## src/rtl/dsm_decimator_pkg.sv

```systemverilog
// Shared constants for the 1-bit delta-sigma audio path (chime DAC and loopback decoder).
package dsm_decimator_pkg;

  // log2 of the decimation / oversampling ratio used across the audio path
  localparam int LOG2R_DEF = 6;

  // Square of the ratio for a given log2 ratio; this is the CIC DC gain
  function automatic int r_sq(input int log2r);
    return 1 << (2 * log2r);
  endfunction

  localparam int R_SQ = r_sq(LOG2R_DEF);

  // Start-up priming: the comb delay lines hold garbage until two events have passed
  typedef enum logic [1:0] {
    PRIME_NONE = 2'd0,
    PRIME_ONE  = 2'd1,
    PRIME_DONE = 2'd2
  } prime_e;

endpackage

```

## src/rtl/dsm_sync2.sv

```systemverilog
// Two-flop synchronizer for a single asynchronous bit.
module dsm_sync2 (
  input  logic clk,
  input  logic rst_n,
  input  logic d,
  output logic q
);

  logic meta;

  // Double-register the input to settle metastability before use
  always_ff @(posedge clk or negedge rst_n) begin
    if (!rst_n) begin
      meta <= 1'b0;
      q    <= 1'b0;
    end else begin
      meta <= d;
      q    <= meta;
    end
  end

endmodule

```

## src/rtl/dsm_decimator.sv

```systemverilog
// Second-order CIC decimator: 1-bit DSM stream in, saturated unsigned PCM out.
module dsm_decimator
  import dsm_decimator_pkg::*;
#(
  parameter  int LOG2R = LOG2R_DEF,
  localparam int OUT_W = 2 * LOG2R,
  localparam int ACC_W = 2 * LOG2R + 1
) (
  input  logic             CK_i,
  input  logic             XARST_i,
  input  logic             CKE_i,
  input  logic             DSM_i,
  input  logic             CLR_i,
  output logic [OUT_W-1:0] PCM_o,
  output logic             VALID_o,
  output logic             CLIP_o
);

  // Full-scale DC output; c2 reaches this only for an all-ones window
  localparam logic [ACC_W-1:0] SAT_LIM = ACC_W'(r_sq(LOG2R));

  logic             ds;
  logic [ACC_W-1:0] i1, i2;
  logic [ACC_W-1:0] d1, d2;
  logic [ACC_W-1:0] c1_p0, c2_p0;
  logic [LOG2R-1:0] phase;
  prime_e           prime;
  logic             evt_p0;
  logic             primed_p0;
  logic             sat_p0;

  // Clamp the comb result into the unsigned PCM range
  function automatic logic [OUT_W-1:0] clamp_pcm(input logic [ACC_W-1:0] v);
    if (v >= SAT_LIM) return '1;
    else              return v[OUT_W-1:0];
  endfunction

  dsm_sync2 u_sync (
    .clk   (CK_i),
    .rst_n (XARST_i),
    .d     (DSM_i),
    .q     (ds)
  );

  // Stage p0: decimation event and combs on the pre-update integrator value
  assign evt_p0    = CKE_i && (phase == '1);
  assign primed_p0 = (prime == PRIME_DONE);
  assign c1_p0     = i2 - d1;
  assign c2_p0     = c1_p0 - d2;
  assign sat_p0    = (c2_p0 >= SAT_LIM);

  // Integrators and phase counter advance once per consumed DSM bit; wrap is harmless
  always_ff @(posedge CK_i or negedge XARST_i) begin
    if (!XARST_i) begin
      i1    <= '0;
      i2    <= '0;
      phase <= '0;
    end else if (CKE_i) begin
      i1    <= i1 + ACC_W'(ds);
      i2    <= i2 + i1;
      phase <= phase + 1'b1;
    end
  end

  // Comb delay lines and priming counter update on each decimation event
  always_ff @(posedge CK_i or negedge XARST_i) begin
    if (!XARST_i) begin
      d1    <= '0;
      d2    <= '0;
      prime <= PRIME_NONE;
    end else if (evt_p0) begin
      d1 <= i2;
      d2 <= c1_p0;
      case (prime)
        PRIME_NONE: prime <= PRIME_ONE;
        PRIME_ONE:  prime <= PRIME_DONE;
        default:    prime <= PRIME_DONE;
      endcase
    end
  end

  // Stage p1: registered PCM, valid strobe and sticky clip flag (set beats clear)
  always_ff @(posedge CK_i or negedge XARST_i) begin
    if (!XARST_i) begin
      PCM_o   <= '0;
      VALID_o <= 1'b0;
      CLIP_o  <= 1'b0;
    end else begin
      VALID_o <= evt_p0 && primed_p0;
      if (evt_p0) PCM_o <= clamp_pcm(c2_p0);
      if (evt_p0 && primed_p0 && sat_p0) CLIP_o <= 1'b1;
      else if (CLR_i)                    CLIP_o <= 1'b0;
    end
  end

endmodule

```

## config.mk

```make
export PLATFORM = sky130hd
export DESIGN_NAME = dsm_decimator
export DESIGN_NICKNAME = d
export VERILOG_FILES = /design/src/rtl/dsm_decimator_pkg.sv /design/src/rtl/dsm_sync2.sv /design/src/rtl/dsm_decimator.sv
export SDC_FILE = /design/constraint.sdc
export NUM_CORES = 1
export LEC_CHECK = 0
export CAP_MARGIN = 0
export CORE_ASPECT_RATIO = 1.4
export CORE_MARGIN = 2
export CORE_UTILIZATION = 45
export DETAILED_ROUTE_END_ITERATION = 16
export GPL_ROUTABILITY_DRIVEN = 0
export GPL_TIMING_DRIVEN = 0
export SYNTH_ARGS = -nofsm -noshare
export SYNTH_HDL_FRONTEND = slang
export SYNTH_SLANG_ARGS = --single-unit
```

## constraint.sdc

```tcl
create_clock -name CK_i -period 6.1 [get_ports CK_i]
set_input_delay 1.525 -clock CK_i [delete_from_list [all_inputs] [get_ports CK_i]]
set_output_delay 1.525 -clock CK_i [all_outputs]
set_load 0.01 [all_outputs]
```

==> run_results.csv, run 1 <==
group,metric,value,unit
status,status,"complete, no violations",
clock_network,cts_resized,0,
worst_hold_path,min_path_cells,0,
sta,drv_slew,0,
clock_network,post_cts_buffers,0,
setup_path,critPathRequiredTime,6360,ps
drt,ant_nets,0,
power,p_leak,2.416,nW
worst_hold_path,holdPathEnd,"u_sync.q$_DFF_PN0_",
die,die_w,89.22,um
layout,antenna_cells,0,
global_routing,track_usage,17.29,%
clock_network,cts_buffer_depth,2,
sta,tightestPinTransition,643.1,ps
drt,drt_iter0_drc,131,
layout,synthToLayoutAreaGrowth,14.82,%
clock_network,ctsHoldBuffers,0,
sta,fmax,0.2272,GHz
yosys,ys_seq_elements,76,
sta,finalSetupTns,0,ps
global_routing,grt_max_degree,64,
die,io_pins,19,
flow_run,cap_violations,0,
clock_network,cts.clk_slew.worst_paths,60,ps
yosys,netlist_instances,454,
global_routing,antenna_found_initial,0,
sta,skew,5.583,ps
global_routing,overflow,0,
drt,wl_per_cell,13.40,um
setup_path,cp_top_family,"compound AO/OA/AOI/OAI gates",
setup_path,startpoint_type,"register",
yosys,synthDistinctLibCells,47,
global_routing,grt_pass1_wl,14.52,mm
die,dieArea,11000,um2
setup_path,cp-end-kind,"register",
setup_path,reg2reg_to,"PCM_o[9]$_DFFE_PN0P_",
clock_network,cts-htree-levels,3,
sta,fin_crit,4401,ps
setup_path,critPathMaxFanout,10,
power,vdd_drop_max,0.3661,mV
setup_path,crit_slowest_cell,"o41ai_1",
yosys,synth_nets,501,
setup_path,cp.arrival,4660,ps
setup_path,critPathMaxStageDelay,540,ps
clock_network,cts_sinks,76,
drt,firstDrtPassIters,4,
die,initial_core_util,46.22,%
sta,setup_violations,0,
yosys,netlist_area,4576,um2
yosys,async_flop_share,100.0,%
yosys,ys.flop_type,"dfrtp_1",
drt,num_vias,3185,
sta,hold_violations,0,
sta,relSlewSlack,56.57,%
worst_hold_path,worst_hold_path_type,"reg -> reg",
die,rows,43,
yosys,yosysWarnings,0,
sta,hold_slack,351.6,ps
setup_path,crit_chain,"inv_1 -> ha_1 -> fa_1 -> o21ai_0 -> a41o_1 -> o41ai_1 -> xnor2_1 -> ha_1 -> and3_1 -> a221o_1 -> o31ai_4 -> xnor3_1 -> xnor2_2 -> inv_2 -> buf_6 -> a31oi_4",
setup_path,path_common_cell,"ha_1",
clock_network,clk_latency,340,ps
layout,drive_above_1_share,9.611,%
layout,nFillCells,923,
setup_path,rr_worst_depth,16,
worst_hold_path,min_from,"u_sync.meta$_DFF_PN0_",
yosys,synth_edf_count,0,
clock_network,cts_inserted_buffers,9,
power,powerDensity,622.7,nW/um2
yosys,ys_seq_area_share,41.56,%
clock_network,root_buffer,"clkbuf_16",
place,io_buffers,18,
setup_path,critPathKind,"reg -> reg",
die,die_y,123.3,um
yosys,syn_area_per_cell,10.08,um2
clock_network,cts_tree,"built",
die,core-area,9899,um2
setup_path,rrSetupSlack,1700,ps
setup_path,rr_startpoint,"i2[0]$_DFFE_PN0P_",
drt,post-route-drc-count,0,
sta,rsz0062_at_grt,"false",
drt,viasPerCell,5.104,
global_routing,grt_pass1_vias,3258,
place,hpwl,6.372,mm
setup_path,critPathBufInv,3,
sta,fin_crit_sh,72.14,%
drt,wl,8.363,mm
layout,nNetsFinal,531,
[cells by family (layout without fill, tap and decap cells)]
logic type               Yosys count  after routing  synth area share (%)
flip-flops                        76             76                 41.56
AND/OR/NAND/NOR                  119            119                 11.46
AO/OA/AOI/OAI                    105            105                 17.53
buffers and inverters             49             84                 4.211
adder cells (fa/ha/maj)           42             42                 11.98
multiplexers                      14             14                 3.418
XOR/XNOR                          49             49                 9.844
[area by class of cell]
type / instances / area [um2] / area share (%)
plain buffers: 12 / 53.80 / 1.024
well taps: 135 / 168.9 / 3.215
inverters: 37 / 138.9 / 2.643
repair buffers: 19 / 205.2 / 3.906
multi-input cells: 329 / 2481 / 47.23
flip-flops and latches: 76 / 1902 / 36.20
clock inverters: 4 / 47.55 / 0.9050
clock buffers: 12 / 256.5 / 4.882
[synth_stat cells, drive strengths merged, types with 9 or more instances]
| master | number | area share, % |
|---|---|---|
| a21o | 9 | 1.5 |
| a21oi | 22 | 2.4 |
| a31oi | 12 | 4.9 |
| clkbuf | 9 | 0.74 |
| dfrtp | 76 | 42 |
| ha | 39 | 11 |
| inv | 37 | 3.0 |
| mux2 | 13 | 3.2 |
| nand2 | 47 | 3.9 |
| nor2 | 36 | 3.0 |
| o21ai | 40 | 4.4 |
| xnor2 | 35 | 6.9 |
| xor2 | 13 | 2.5 |
[worst max path at each step]
stage | start | endpoint | slack [ps] | cells past startpoint
floorplan | i2[0]$_DFFE_PN0P_ | PCM_o[10]$_DFFE_PN0P_ | 2250 | 17
global placement | XARST_i | i1[12]$_DFFE_PN0P_ | 810 | 1
finish | i2[0]$_DFFE_PN0P_ | PCM_o[9]$_DFFE_PN0P_ | 1700 | 16
detailed placement | i2[0]$_DFFE_PN0P_ | PCM_o[9]$_DFFE_PN0P_ | 1640 | 16
global route | i2[0]$_DFFE_PN0P_ | PCM_o[2]$_DFFE_PN0P_ | 1290 | 16
CTS | i2[0]$_DFFE_PN0P_ | PCM_o[9]$_DFFE_PN0P_ | 1600 | 16
[layer usage]
metal | track usage, % | vias to the layer above | wire, um
met2 | 30.46 | 35 | 4433
met3 | 3.271 | 17 | 188
li1 | - | 1628 | -
met4 | 9.515 | 0 | 282
met1 | 19.14 | 1505 | 3458
met5 | 0 | - | 0
[worst reg2reg max path, stage by stage (launching register included)]
cell	delay, ps
dfrtp_1	380
inv_1	110
ha_1	200
fa_1	210
o21ai_0	130
a41o_1	290
o41ai_1	540
xnor2_1	180
ha_1	380
and3_1	170
a221o_1	400
o31ai_4	210
xnor3_1	380
xnor2_2	310
inv_2	70
buf_6	180
a31oi_4	160
[sequential cells by signal (all words and copies together), names as in the netlist]
register / count
d1: 13
d2: 13
i1: 13
i2: 13
PCM_o: 12
phase: 6
prime: 2
CLIP_o: 1
VALID_o: 1
u_sync.meta: 1
u_sync.q: 1
[stage by stage]
stage	setup slack, ps	util [%]	instance area (um2)	std cells	power (mW)
5_1_grt	1290	53.07	5254	624	3.554
2_1_floorplan	2255	-	4576	454	2.393
4_1_cts	1597	53.07	5254	624	3.315
3_5_place_dp	1636	50.00	4950	608	2.750
3_3_place_gp	807.3	49.75	4925	607	2.698
6_report	1699	53.07	5254	624	3.271
[power by group]
| group | internal (mW) | switching, mW | total, mW | leakage, nW |
|---|---|---|---|---|
| logic | 0.855 | 1.11 | 1.97 | 1.36 |
| clock network | 0.338 | 0.202 | 0.540 | 0.149 |
| registers | 0.651 | 0.113 | 0.764 | 0.905 |
[cells in the final DEF, fill, tap and decap left out, types with 3 or more instances in the layout]
cell             count
dfrtp_1             76
nand2_1             47
o21ai_0             39
ha_1                39
inv_1               36
nor2_1              36
xnor2_1             34
a21oi_1             22
clkdlybuf4s50_1     17
xor2_1              13
mux2_2              13
clkbuf_1            10
a31oi_4             10
a21o_1               9
clkbuf_16            9
nor3_1               6
o21a_1               6
nand4_1              6
nand3_1              6
and3_1               6
nor2b_1              5
nand2b_1             4
fa_1                 3
Power figures use the tool's default switching activity.
==> run 2, diff against run 1 <==
Clock period 6.1 ns to 3.8 ns, I/O delays scaled along.
==> run 2 against run 1 <==
Effect of this change:
- the run now ends with setup timing left
- sequential cell count did not move
- non-clock buffer count grew 19
- clock skew increased by 1.7 ps
- via count is 1.9% higher
- routed wire length grew 5.4%
- final cell count up 3.0%
- cell area grew 6.2%
- critical path depth is 1 higher
- maximum frequency grew 11%
- clock-buffer cell count unchanged
- critical path type unchanged
- critical endpoint is now PCM_o[2]$_DFFE_PN0P_
==> run_results.csv, run 2 (same netlist as run 1, synthesis figures left out) <==
group,metric,value,unit
status,status,"finished with violations",
status,violations,"setup timing",
clock_network,cts_sinks,76,
sta,fmax,0.2515,GHz
place,placed_area,4954,um2
sta,setup_slack,-175.8,ps
setup_path,critPathRequiredTime,4060,ps
global_routing,grt_max_degree,63,
clock_network,cts_tree,"built",
sta,skew,7.272,ps
setup_path,crit_slowest_cell,"dfrtp_1",
sta,tightestPinTransition,585.5,ps
sta,setup_violations,13,
die,rows,43,
setup_path,critPathKind,"reg -> reg",
setup_path,crit_chain,"buf_4 -> buf_4 -> fa_2 -> o21ai_2 -> a41o_1 -> nor2_1 -> xnor2_1 -> ha_1 -> o21a_1 -> and3_4 -> a221o_1 -> o31ai_4 -> xnor3_2 -> xnor2_4 -> inv_2 -> clkbuf_16 -> a31oi_4",
layout,layout_common_cells,"dfrtp_1 (75), nand2_1 (47), nor2_1 (36), ha_1 (36), o21ai_0 (35)",
clock_network,ctsHoldBuffers,0,
setup_path,rr_worst_depth,17,
worst_hold_path,min_path_cells,0,
drt,post-route-drc-count,0,
clock_network,root_buffer,"clkbuf_16",
drt,wl_per_cell,13.70,um
sta,relSlewSlack,59.96,%
sta,fin_crit,3976,ps
setup_path,path_common_cell,"buf_4",
global_routing,antenna_found_initial,0,
global_routing,top_usage_layer,"met2",
setup_path,critPathBufInv,4,
setup_path,critPathMaxStageDelay,400,ps
die,dieArea,11000,um2
clock_network,cts_inserted_buffers,9,
clock_network,cts_buffer_depth,2,
clock_network,cts-htree-levels,3,
sta,finalSetupTns,-1735,ps
setup_path,cp.depth,17,
global_routing,grtUsageMet1,18.63,%
clock_network,clk_latency,340,ps
die,io_pins,19,
setup_path,critPathMaxFanout,5,
global_routing,grt_pass1_wl,14.92,mm
global_routing,track_usage,17.84,%
global_routing,met3_usage,3.872,%
setup_path,cp.arrival,4240,ps
setup_path,cp_top_family,"compound AO/OA/AOI/OAI gates",
layout,antenna_cells,0,
global_routing,grt_pass1_vias,3385,
layout,final_common_cell,"dfrtp_1",
sta,fin_crit_sh,104.6,%
die,die_y,123.3,um
global_routing,overflow,0,
drt,num_vias,3247,
setup_path,startpoint_type,"register",
die,die_w,89.22,um
layout,nNetsFinal,550,
setup_path,cp-end-kind,"register",
sta,hold_violations,0,
global_routing,use_met2,33.06,%
place,pre_cts_slack,-573.8,ps
drt,wl,8.811,mm
clock_network,cts.clk_slew.worst_paths,60,ps
drt,firstDrtPassIters,4,
drt,viasPerCell,5.050,
layout,final_util,56.38,%
place,io_buffers,18,
die,core-area,9899,um2
layout,synthToLayoutAreaGrowth,21.99,%
place,hpwl,6.316,mm
sta,rsz0062_at_grt,"true",
flow_run,cap_violations,0,
worst_hold_path,worst_hold_path_type,"reg -> reg",
drt,drt_iter0_drc,159,
sta,drv_slew,0,
drt,ant_nets,0,
die,initial_core_util,46.22,%
layout,drive_above_1_share,17.13,%
layout,fin_area,5582,um2
-- run 2: routing by layer --
layer	vias to the layer above	part of all wire, %
met2	33	54
met4	0	2.5
met1	1546	41
met3	15	2.4
met5	-	0
li1	1653	-
-- run 2: area by class of cell --
type | instances | area [um2]
Sequential cell | 76 | 1903
Buffer | 12 | 62.56
Clock inverter | 4 | 72.57
Multi-Input combinational cell | 329 | 2624
Fill cell | 912 | 4318
Inverter | 37 | 138.9
Clock buffer | 12 | 246.5
Timing Repair Buffer | 38 | 365.4
Tap cell | 135 | 168.9
-- run 2: per-stage QoR --
step	cells	hold WS [ps]
floorplan	454	331.2
global placement	607	336.0
detailed placement	608	345.9
CTS	637	358.9
global route	643	367.2
finish	643	355.9
-- run 2: path summary, 6_finish.rpt --
path / from / slack [ps] / end
max in group asynchronous: XARST_i / 2760 / d2[8]$_DFFE_PN0P_
min in group asynchronous: XARST_i / 460 / d2[0]$_DFFE_PN0P_
min reg2reg: u_sync.meta$_DFF_PN0_ / 360 / u_sync.q$_DFF_PN0_
max reg2reg: d1[1]$_DFFE_PN0P_ / -180 / PCM_o[2]$_DFFE_PN0P_
min: u_sync.meta$_DFF_PN0_ / 360 / u_sync.q$_DFF_PN0_
max: d1[1]$_DFFE_PN0P_ / -180 / PCM_o[2]$_DFFE_PN0P_
-- run 2: timing repair --
action	4_1_cts	5_1_grt
endpoints found under the hold margin	0	0
buffers inserted	13	5
pin swaps	15	17
setup endpoints to repair	13	13
gates cloned	0	1
resized for setup	17	15
Power of run 2 is left out: the tool's default activity adds up to more than one toggle a clock period on the data nets, which glitch-free logic cannot reach.
==> run 3, diff against run 2 <==
Settings changed: RECOVER_POWER set to 25.
==> run 3 against run 2 <==
Effect of this change:
- the run ends with capacitance limit, slew limit, setup timing left
- worst setup slack improved by 4.1 ps
- first-iteration DRC count increased by 1.3%
- via count about the same
- critical path depth unchanged
- clock-buffer cell count unchanged
- largest cell class unchanged
==> run_results.csv, run 3 (same netlist as run 1, synthesis figures left out) <==
group,metric,value,unit
sta,hold_violations,0,
die,die_y,123.3,um
sta,drv_slew,63,
layout,nNetsFinal,550,
layout,synthToLayoutAreaGrowth,21.41,%
drt,post-route-drc-count,0,
setup_path,crit_chain,"buf_4 -> buf_4 -> fa_2 -> o21ai_2 -> a41o_1 -> nor2_1 -> xnor2_1 -> ha_1 -> o21a_1 -> and3_4 -> a221o_1 -> o31ai_4 -> xnor3_2 -> xnor2_4 -> inv_2 -> clkbuf_16 -> a31oi_4",
clock_network,ctsHoldBuffers,0,
sta,setup_slack,-171.7,ps
drt,viasPerCell,5.047,
layout,layout_common_cells,"dfrtp_1 (75), nand2_1 (47), nor2_1 (36), ha_1 (36), o21ai_0 (35)",
sta,hold_slack,355.9,ps
global_routing,grt_pass1_wl,14.92,mm
sta,tightestPinTransition,1551,ps
die,io_pins,19,
place,io_buffers,18,
clock_network,clk_latency,340,ps
status,violations,"capacitance limit, slew limit, setup timing",
status,status,"finished with violations",
worst_hold_path,min_from,"u_sync.meta$_DFF_PN0_",
drt,num_vias,3245,
die,initial_core_util,46.22,%
die,core-area,9899,um2
sta,rsz0062_at_grt,"true",
place,hpwl,6.316,mm
setup_path,cp-end-kind,"register",
drt,firstDrtPassIters,4,
sta,fin_crit,3972,ps
clock_network,cts_sinks,76,
drt,ant_nets,0,
setup_path,crit_slowest_cell,"dfrtp_1",
setup_path,crit_start,"d1[1]$_DFFE_PN0P_",
drt,routed.top_layer,"met4",
die,rows,43,
die,dieArea,11000,um2
setup_path,path_common_cell,"buf_4",
drt,wl_met1,3.606,mm
global_routing,grt_max_degree,63,
drt,route.met2.wl,4.775,mm
global_routing,grt_pass1_vias,3385,
setup_path,critPathKind,"reg -> reg",
clock_network,cts_tree,"built",
sta,skew,6.436,ps
layout,drive_above_1_share,16.93,%
sta,finalSetupTns,-1696,ps
layout,final_util,56.12,%
setup_path,critPathBufInv,4,
global_routing,track_usage,17.84,%
setup_path,startpoint_type,"register",
die,die_w,89.22,um
setup_path,critPathMaxStageDelay,400,ps
flow_run,cap_violations,1,
setup_path,rr_startpoint,"d1[1]$_DFFE_PN0P_",
setup_path,cp_top_family,"compound AO/OA/AOI/OAI gates",
clock_network,cts-htree-levels,3,
setup_path,cp.arrival,4240,ps
sta,setup_violations,13,
layout,final_common_cell,"dfrtp_1",
setup_path,rr_worst_depth,17,
drt,wl,8.814,mm
sta,fmax,0.2518,GHz
clock_network,cts_inserted_buffers,9,
clock_network,cts_buffer_depth,2,
clock_network,cts.clk_slew.worst_paths,60,ps
place,pre_cts_slack,-573.8,ps
sta,fin_crit_sh,104.5,%
setup_path,critPathRequiredTime,4060,ps
drt,wl_per_cell,13.71,um
global_routing,antenna_found_initial,0,
setup_path,critPathMaxFanout,5,
layout,antenna_cells,0,
drt,wl_met3,210,um
worst_hold_path,worst_hold_path_type,"reg -> reg",
setup_path,cp.depth,17,
worst_hold_path,min_path_cells,0,
sta,relSlewSlack,-3.402,%
global_routing,overflow,0,
drt,drt_iter0_drc,161,
clock_network,root_buffer,"clkbuf_16",
run 3: final cells by class:
class                   instances  area (um2)
multi-input cells             329        2624
clock buffers                  12       246.5
plain buffers                  12       62.56
flip-flops and latches         76        1903
inverters                      37       138.9
fillers                       914        4344
clock inverters                 4       72.57
repair buffers                 38       339.1
well taps                     135       168.9
run 3: final timing paths:
check                      slack [ps]              endpoint
hold / removal                    360    u_sync.q$_DFF_PN0_
setup / recovery                 -170  PCM_o[2]$_DFFE_PN0P_
max in group asynchronous        1070     i2[1]$_DFFE_PN0P_
min in group asynchronous         660     d2[0]$_DFFE_PN0P_
setup reg to reg                 -170  PCM_o[2]$_DFFE_PN0P_
hold reg to reg                   360    u_sync.q$_DFF_PN0_
run 3: stage by stage:
| step | instances | instance area, um2 |
|---|---|---|
| after CTS | 637 | 5446 |
| after global placement | 607 | 4928 |
| after detailed placement | 608 | 4954 |
| after floorplan | 454 | 4579 |
| final | 643 | 5555 |
| after global routing | 643 | 5555 |
run 3: layer usage:
layer  GRT usage (%)  vias up
met2           33.06       33
li1                -     1653
met3           3.872       15
met1           18.63     1544
met5               0        -
met4           8.302        0
run 3: worst register-to-register path, stage by stage, from the launching register on:
cell and delay [ps]:
dfrtp_1 400, buf_4 140, buf_4 120, fa_2 350
o21ai_2 180, a41o_1 210, nor2_1 60, xnor2_1 200
ha_1 280, o21a_1 210, and3_4 190, a221o_1 390
o31ai_4 190, xnor3_2 330, xnor2_4 210, inv_2 110
clkbuf_16 180, a31oi_4 140
run 3: timing repair:
item / in CTS / in global routing
buffers inserted: 13 / 5
endpoints found under the setup margin: 13 / 13
gates cloned: 0 / 1
pin swaps: 15 / 17
gates resized for setup: 17 / 15
Power of run 3 is left out for the same reason.
==> RTL edit (config.mk and constraints of run 2) <==
Encoding of `prime_e`: now one-hot (3 bits for 3 values).
--- a/src/rtl/dsm_decimator_pkg.sv
+++ b/src/rtl/dsm_decimator_pkg.sv
@@ -12,10 +12,10 @@
   localparam int R_SQ = r_sq(LOG2R_DEF);
 
   // Start-up priming: the comb delay lines hold garbage until two events have passed
-  typedef enum logic [1:0] {
-    PRIME_NONE = 2'd0,
-    PRIME_ONE  = 2'd1,
-    PRIME_DONE = 2'd2
+  typedef enum logic [2:0] {
+    PRIME_NONE = 3'b001,
+    PRIME_ONE  = 3'b010,
+    PRIME_DONE = 3'b100
   } prime_e;
 
 endpackage
Function: same outputs for any inputs over 10 cycles, from zero or initial values and one cycle with XARST_i low; not proved beyond that.
==> RTL edit against run 2 <==
  * Sequential cell count is 1 higher
  * Synthesized area is 0.68% higher
  * Core utilization is 2.3 points lower
  * Final area is 3.5% lower
  * Worst setup slack better by 350 ps
  * Global-route usage is 0.84 points higher
  * Routed wire length is 5.9% higher
  * Maximum frequency is 9.6% higher
  * Cell count is 1.4% higher
  * Critical path type unchanged
==> RTL edit: results (changes against run 2) <==
status=finished clean; Mapped Nets=527 (+5.2%); I/O Buffers=18 (unchanged); Arr. time, crit path=3830 ps (-410 ps); Synth top cells by count=dfrtp_1 (76), nand2_1 (42), ha_1 (39), inv_1 (39), o21ai_0 (39); Post-DP HPWL=7.07 mm (+12%); 1st-iter DRT viols=154 (-3.1%); Critical Path Start=i2[3]; total number of vias=3457 (+6.5%); Via-to-Cell Ratio=5.30 (+5.0%); slew margin rel.=60.1% (+0.19 points); Clk Latency, worst-skew pair=340 ps (about the same); fin nets=559 (+1.6%); dpl cells=634 (+4.3%); Cell variety after synth=51 (+8.5%); layout cells sized above 1=9.86% (-7.3 points); top cells by area, synth=dfrtp_1 (41%), ha_1 (11%), xnor2_1 (6.5%); Min-Delay Path Class=reg2reg; DRT Pass-1 Iters=4 (unchanged); largest net degree at the start of global routing=62 (-1.6%); CP top delay family=simple AND/OR/NAND/NOR gates; pre-CTS setup slack=-2.24 ps (+572 ps); Seq/Total Area, Yosys=41.9% (+0.29 points); Setup Skew=6.81 ps (-0.458 ps); Peak supply drop=304 uV; crit-path max cell delay=580 ps (+180 ps); CP max FO=10 (+5); Post-Synthesis Cells=480 (+5.7%); GRT Util Overall=18.7% (+0.84 points); Fillers=900 (-1.3%); CTS Root Cell=clkbuf_16; Ant. Diodes=0 (unchanged); Slowest-stage cell, CP=or4_1; final WL=9.33 mm (+5.9%); clock-pin slew on the worst setup and hold paths=60 ps (about the same); Max clock buf depth=2 (unchanged); global-route wire length before repair=15.9 mm (+6.3%)
[RTL edit: cell count changes in the layout (fill, tap and decap cells not counted), moves of 5 or more]
cell            run 2  this run
nand2_1            47        42
inv_1              34        39
a31oi_4            10         0
nand4_1             6        11
nor2b_1             3         8
buf_4              19         3
a31oi_1             2        14
[RTL edit: power breakdown]
part	switching, W	internal [W]	leakage [nW]
Sequential	0.000151	0.00103	0.927
Combinational	0.00111	0.000993	1.46
Clock	0.000353	0.000598	0.160
[RTL edit: cell type report]
class / count / area share, %
Clock buffer: 10 / 4.44
Buffer: 15 / 1.21
Sequential cell: 77 / 35.8
Timing Repair Buffer: 21 / 4.09
Inverter: 39 / 2.72
Multi-Input combinational cell: 349 / 46.9
Clock inverter: 6 / 1.74
Tap cell: 135 / 3.14
[RTL edit: path summary, 6_finish.rpt]
check	endpoint	slack, ps	cells after the start
max	PCM_o[10]	170	14
min reg2reg	u_sync.q	350	0
max in group asynchronous	prime[0]	2740	2
min in group asynchronous	PCM_o[4]	470	1
min	u_sync.q	350	0
max reg2reg	PCM_o[10]	170	14
[RTL edit: kinds of logic after synthesis]
| logic type | Yosys count | share of synthesized area, % |
|---|---|---|
| fa+ha+maj | 42 | 11.9 |
| compound gates | 115 | 15.5 |
| flops | 77 | 41.9 |
| mux | 14 | 3.42 |
| buf+inv | 54 | 4.59 |
| simple gates | 130 | 13.5 |
| xor+xnor | 48 | 9.29 |
[RTL edit: per-stage QoR]
step	instance area, um^2	hold WS (ps)	setup TNS (ps)	total power [W]
after global routing	5390	367	-19.6	0.00458
after detailed placement	4980	335	-4.30	0.00316
final	5390	348	0	0.00423
after CTS	5320	349	0	0.00415
after global placement	4960	332	-73300	0.00309
after floorplan	4610	331	0	0.00269
[RTL edit: routing by layer]
layer / up-vias / routed length, um / global-route usage [%] / share of wire, %
met1: 1668 / 3790 / 20.2 / 41
met4: 0 / 289 / 10.1 / 3.1
met3: 17 / 164 / 2.45 / 1.8
met5: - / 0 / 0 / 0
met2: 40 / 5080 / 34.3 / 54
li1: 1732 / - / - / -
[RTL edit: worst register-to-register path, cell delays in order, from the launching register on]
cell and delay [ps]:
dfrtp_1 410, ha_1 260, or4_1 580, o21ai_4 230
xnor2_2 150, ha_1 290, a21o_1 180, or3_1 340
o211a_1 230, o21ai_2 140, a21oi_2 90, nor2_4 170
xor2_4 170, buf_6 160, a31oi_1 100
[RTL edit: repair_timing]
action	4_1_cts	5_1_grt
buffers inserted	0	2
cloned	0	0
pin swaps	0	5
resized for setup	1	9
setup endpoints to repair	7	13
